### src/rtl/bram_lsu.sv
// bram_lsu: moves 1..16 words between a single-port BRAM and a 512-bit vector.
// Ports: CLK/RSTN; cmd_valid/cmd_ready/cmd_op/cmd_base/cmd_len command;
//   vec_in/vec_out vector data; done/err/busy status; addrb/dinb/doutb/enb/web BRAM port.
module bram_lsu #(
    parameter int unsigned DEPTH = 48
) (
    input  logic         CLK,
    input  logic         RSTN,
    input  logic         cmd_valid,
    output logic         cmd_ready,
    input  logic         cmd_op,
    input  logic [31:0]  cmd_base,
    input  logic [4:0]   cmd_len,
    input  logic [511:0] vec_in,
    output logic [511:0] vec_out,
    output logic         done,
    output logic         err,
    output logic         busy,
    output logic [31:0]  addrb,
    output logic [31:0]  dinb,
    input  logic [31:0]  doutb,
    output logic         enb,
    output logic [3:0]   web
);

    typedef enum logic [1:0] {
        IDLE,
        LOAD,
        STORE,
        DONE
    } state_t;

    state_t       state;
    logic [31:0]  base;
    logic [4:0]   len;
    logic         op;
    logic [3:0]   idx;
    logic [511:0] sbuf;

    logic [32:0]  end_addr;
    logic         illegal;
    logic         last;
    logic         beat;

    // End address is formed at 33 bits so a base near 2^32 cannot wrap
    // into a range that looks legal.
    assign end_addr = {1'b0, cmd_base} + {28'd0, cmd_len};
    assign illegal  = (cmd_len == 5'd0) || (cmd_len > 5'd16)
                   || (end_addr > 33'(DEPTH));
    assign last     = ({1'b0, idx} == (len - 5'd1));
    assign beat     = (state == LOAD) || (state == STORE);

    always_ff @(posedge CLK or negedge RSTN) begin
        if (!RSTN) begin
            state   <= IDLE;
            base    <= '0;
            len     <= '0;
            op      <= 1'b0;
            idx     <= '0;
            sbuf    <= '0;
            vec_out <= '0;
            done    <= 1'b0;
            err     <= 1'b0;
        end else begin
            done <= 1'b0;
            err  <= 1'b0;
            unique case (state)
                IDLE: begin
                    if (cmd_valid) begin
                        base <= cmd_base;
                        len  <= cmd_len;
                        op   <= cmd_op;
                        idx  <= '0;
                        if (illegal) begin
                            state <= DONE;
                            done  <= 1'b1;
                            err   <= 1'b1;
                        end else if (cmd_op) begin
                            sbuf  <= vec_in;
                            state <= STORE;
                        end else begin
                            vec_out <= '0;
                            state   <= LOAD;
                        end
                    end
                end
                LOAD: begin
                    vec_out[{idx, 5'd0} +: 32] <= doutb;
                    idx <= idx + 4'd1;
                    if (last) begin
                        state <= DONE;
                        done  <= 1'b1;
                    end
                end
                STORE: begin
                    idx <= idx + 4'd1;
                    if (last) begin
                        state <= DONE;
                        done  <= 1'b1;
                    end
                end
                DONE: begin
                    state <= IDLE;
                end
                default: begin
                    state <= IDLE;
                end
            endcase
        end
    end

    // BRAM port is decoded from registered state/idx only, so an async
    // reset drops enb/web at once.
    always_comb begin
        addrb = '0;
        dinb  = '0;
        enb   = 1'b0;
        web   = 4'b0000;
        if (beat) begin
            addrb = base + {28'd0, idx};
            enb   = 1'b1;
            if (state == STORE && op) begin
                dinb = sbuf[{idx, 5'd0} +: 32];
                web  = 4'b0111;
            end
        end
    end

    assign cmd_ready = (state == IDLE);
    assign busy      = (state != IDLE);

endmodule
### config.mk
export PLATFORM = sky130hd
export DESIGN_NAME = bram_lsu
export DESIGN_NICKNAME = d
export VERILOG_FILES = /design/src/rtl/bram_lsu.sv
export SDC_FILE = /design/constraint.sdc
export NUM_CORES = 1
export LEC_CHECK = 0
export CAP_MARGIN = 5
export CORE_AREA = 3 3 452 454
export DETAILED_ROUTE_END_ITERATION = 8
export DIE_AREA = 0 0 455 457
export PLACE_DENSITY_LB_ADDON = 0.08
export SLEW_MARGIN = 0
export SYNTH_ARGS = -nofsm -noshare
export SYNTH_HDL_FRONTEND = slang
export SYNTH_SLANG_ARGS = --single-unit
### constraint.sdc
create_clock -name CLK -period 4.8 [get_ports CLK]
set_input_delay 0.72 -clock CLK [delete_from_list [all_inputs] [get_ports CLK]]
set_output_delay 0.72 -clock CLK [all_outputs]
set_load 0.03 [all_outputs]
==> results.py <==
metrics = {
    "sta": {
        "finalHoldViolCount": 0,
        "finClkSkew_ps": 30.5,
        "whs_ps": 69.5,
        "report.final.slew_viol_count": 0,
        "setup_viol": 0,
        "period_needed_ps": 4670,
        "finalSetupTns_ps": 0,
        "finalCritPeriodShare": 0.973,
        "timing.slew.headroom": 0.298,
        "clock.fmax_mhz": 214,
        "rsz0062_at_grt": "false",
        "worst_pin_slew_ps": 1050,
    },
    "global_routing": {
        "grt_max_degree": 118,
        "grt_pass1_wl_um": 297000,
        "track_usage": 0.203,
        "grt_pass1_vias": 34600,
        "antenna_found_initial": 99,
        "grt_remaining_overflow": 0,
    },
    "finish": {
        "drive_above_1_share": 0.258,
        "fin_cells": 7064,
        "layout.nets": 4875,
        "areaGrowthSynthToFinish_pct": 45.3,
        "post-route-util": 0.330,
    },
    "synth": {
        "netlist_area_um2": 45500,
        "syn_avg_cell_area_um2": 14.8,
        "synth_edf_count": 0,
        "syn_inst": 3076,
        "syn-num-nets": 3682,
        "ys.flop_type": "dfrtp_1",
        "yosysUniqueCellTypes": 76,
        "yosys_warnings": 0,
        "ys_ff_latch": 1070,
        "yosysSeqAreaShare": 0.589,
        "synthArstFlopShare": 1.00,
    },
    "floorplanning": {
        "die_w_um": 455,
        "initial_core_util": 0.227,
        "boundaryPins": 1170,
        "coreArea_um2": 200000,
        "fp-row-count": 164,
        "die_y_um": 457,
        "die_area_um2": 208000,
    },
    "flow_run": {
        "cap_viol_max_count": 0,
    },
    "setup_path": {
        "critPathRequiredTime_ps": 4080,
        "worstSetupPathType": "flip-flop to output port",
        "reg2regPathDepth": 9,
        "worstPathMaxFanout": 83,
        "critPathLaunchType": "flip-flop",
        "reg2reg_to": "vec_out[447]$_DFFE_PN0P_",
        "crit_chain": "buf_16 > buf_8 > mux4_2 > mux4_2 > and2_1 > clkdlybuf4s50_1",
        "crit_slowest_cell": "clkdlybuf4s50_1",
        "critPathTopFamily": "buffers and inverters",
        "crit_top_cell": "mux4_2",
        "slowest_delay_ps": 690,
        "ff2ff_setup_slack_ps": 1620,
        "cp-startpoint": "idx[1]$_DFFE_PN0P_",
        "path_buf_inv": 3,
        "arrival_ps": 3950,
        "cp_num_cells": 6,
        "r2r_start": "idx[0]$_DFFE_PN0P_",
        "critPathCaptureType": "output port",
    },
    "clock_network": {
        "cts_buffer_depth": 3,
        "cts-htree-levels": 4,
        "cts_tree": "built",
        "numCtsBuffers": 136,
        "clk_latency_ps": 780,
        "cts_root_buf": "clkbuf_16",
        "cts_sinks": 1070,
        "clk_pin_slew_worst_paths_ps": 60,
    },
    "route": {
        "dr.pass1.iters": 5,
        "antenna_left": 0,
        "drcViolationCount": 0,
        "drt-total-wl_um": 216000,
        "wl_per_cell_um": 30.5,
        "vias_per_cell": 4.73,
        "vias": 33400,
        "drtIter0Drc": 1989,
    },
    "power": {
        "pwr_density_cell_nw_per_um2": 449,
        "vdd_drop_max_v": 0.000320,
        "p_leak_uw": 0.0286,
    },
    "placed_design": {
        "port_buffers": 1168,
        "dpl.hpwl_um": 162000,
        "globalplace.congestion": 0.790,
        "placed_cells": 6783,
    },
    "outcome": {
        "status": "complete, no violations",
    },
    "min_path": {
        "hp-class": "input pin to asynchronous set/reset pin",
    },
}
## worst max-delay path by stage
stage | end | slack, ps
6_report | dinb[9] | 130
5_1_grt | addrb[23] | 20
2_1_floorplan | dinb[20] | 840
3_5_place_dp | sbuf[179]$_DFFE_PN0P_ | -80
4_1_cts | dinb[9] | 20
3_3_place_gp | sbuf[52]$_DFFE_PN0P_ | -180
## repair_timing
item                       4_1_cts  5_1_grt
gates resized for setup          7        5
hold buffers                     0        0
pin swaps                        1        0
setup endpoints to repair       16        4
cloned                           0        0
buffers inserted                 4        0
## registers in the layout, summed over array words and instances, names as in the netlist
register and flops:
len 5, state 2, op 1, done 1, idx 4, sbuf 512
vec_out 512, base 32, err 1
## Yosys cell counts (all sizes together), types with 3 or more instances
library cell  instances  area (µm²)
dfrtp              1070       26800
mux2                548        6170
a22o                195        1710
o2bb2ai             193        1690
mux4                154        3470
buf                 153         838
nand2               135         514
a32o                128        1280
clkbuf              116         435
nor2                 45         171
and2                 38         238
o21ai                34         170
nand3                24         120
a21oi                23         126
inv                  20        75.1
ha                   19         238
xor2                 18         158
xnor2                17         149
and3                 13        81.3
nand4                11        68.8
nor3                 11        60.1
mux2i                10         100
nor2b                10        62.6
or3                   9        56.3
and4                  8        72.6
nand2b                5        31.3
nor3b                 5        71.3
a311o                 4        40.0
o221ai                4        35.0
o22ai                 4        25.0
a2111oi               3        27.5
a211oi                3        22.5
a21o                  3        22.5
a31oi                 3        18.8
o2111ai               3        26.3
or2                   3        18.8
## area by class of cell
cell class / count / area [µm²]
Multi-Input combinational cell: 1716 / 17500
Clock inverter: 32 / 462
Fill cell: 19900 / 134000
Inverter: 21 / 81.3
Tap cell: 2656 / 3320
Sequential cell: 1070 / 26800
Timing Repair Buffer: 1324 / 13800
Clock buffer: 215 / 4100
Antenna cell: 30 / 75.1
## per-layer routing
layer | part of all wire | track usage | wire, µm | up-vias
met3 | 0.072 | 0.0581 | 15500 | 354
met4 | 0.029 | 0.0556 | 6320 | 46
met1 | 0.39 | 0.241 | 84700 | 17700
met5 | 0.0014 | 0 | 308 | -
li1 | - | - | - | 14200
met2 | 0.50 | 0.354 | 109000 | 1085
## placed cells by master (no fill, tap or decap), drive strengths merged, types with 6 or more instances in the layout
cell / instances
clkdlybuf4s50: 1152
dfrtp: 1070
mux2: 548
clkbuf: 215
a22o: 195
o2bb2ai: 193
buf: 168
mux4: 154
nand2: 135
a32o: 128
nor2: 45
and2: 38
o21ai: 34
diode: 30
inv: 26
nand3: 24
a21oi: 23
ha: 19
xor2: 18
clkinv: 18
xnor2: 17
and3: 13
nand4: 11
nor3: 11
mux2i: 10
nor2b: 10
or3: 9
and4: 8
bufinv: 6
## metrics by stage
| stage | area [µm²] | worst slack [ps] | total power, µW |
|---|---|---|---|
| floorplan | 45500 | 841 | 14500 |
| global placement | 61400 | -185 | 19500 |
| global route | 66000 | 21.1 | 31000 |
| finish | 66100 | 129 | 29700 |
| CTS | 66000 | 18.6 | 30200 |
| detailed placement | 61400 | -77.4 | 19500 |
## kinds of logic (layout without fill, tap and decap cells)
logic type,Yosys count,after routing,share of synthesized area
other cells,1,31,0.0000825
xor+xnor,35,35,0.00674
flops,1070,1070,0.589
fa+ha+maj,21,21,0.00611
simple gates,325,325,0.0359
buf+inv,290,1592,0.0297
compound gates,622,622,0.119
mux,712,712,0.214
## report_power, final
group,leakage [µW],internal [µW],switching [µW]
combinational,0.0116,3300,5910
sequential,0.0148,9570,415
clock,0.00222,6220,4260
total,0.0286,19100,10600
No activity file was read; power rests on OpenSTA's default activity.
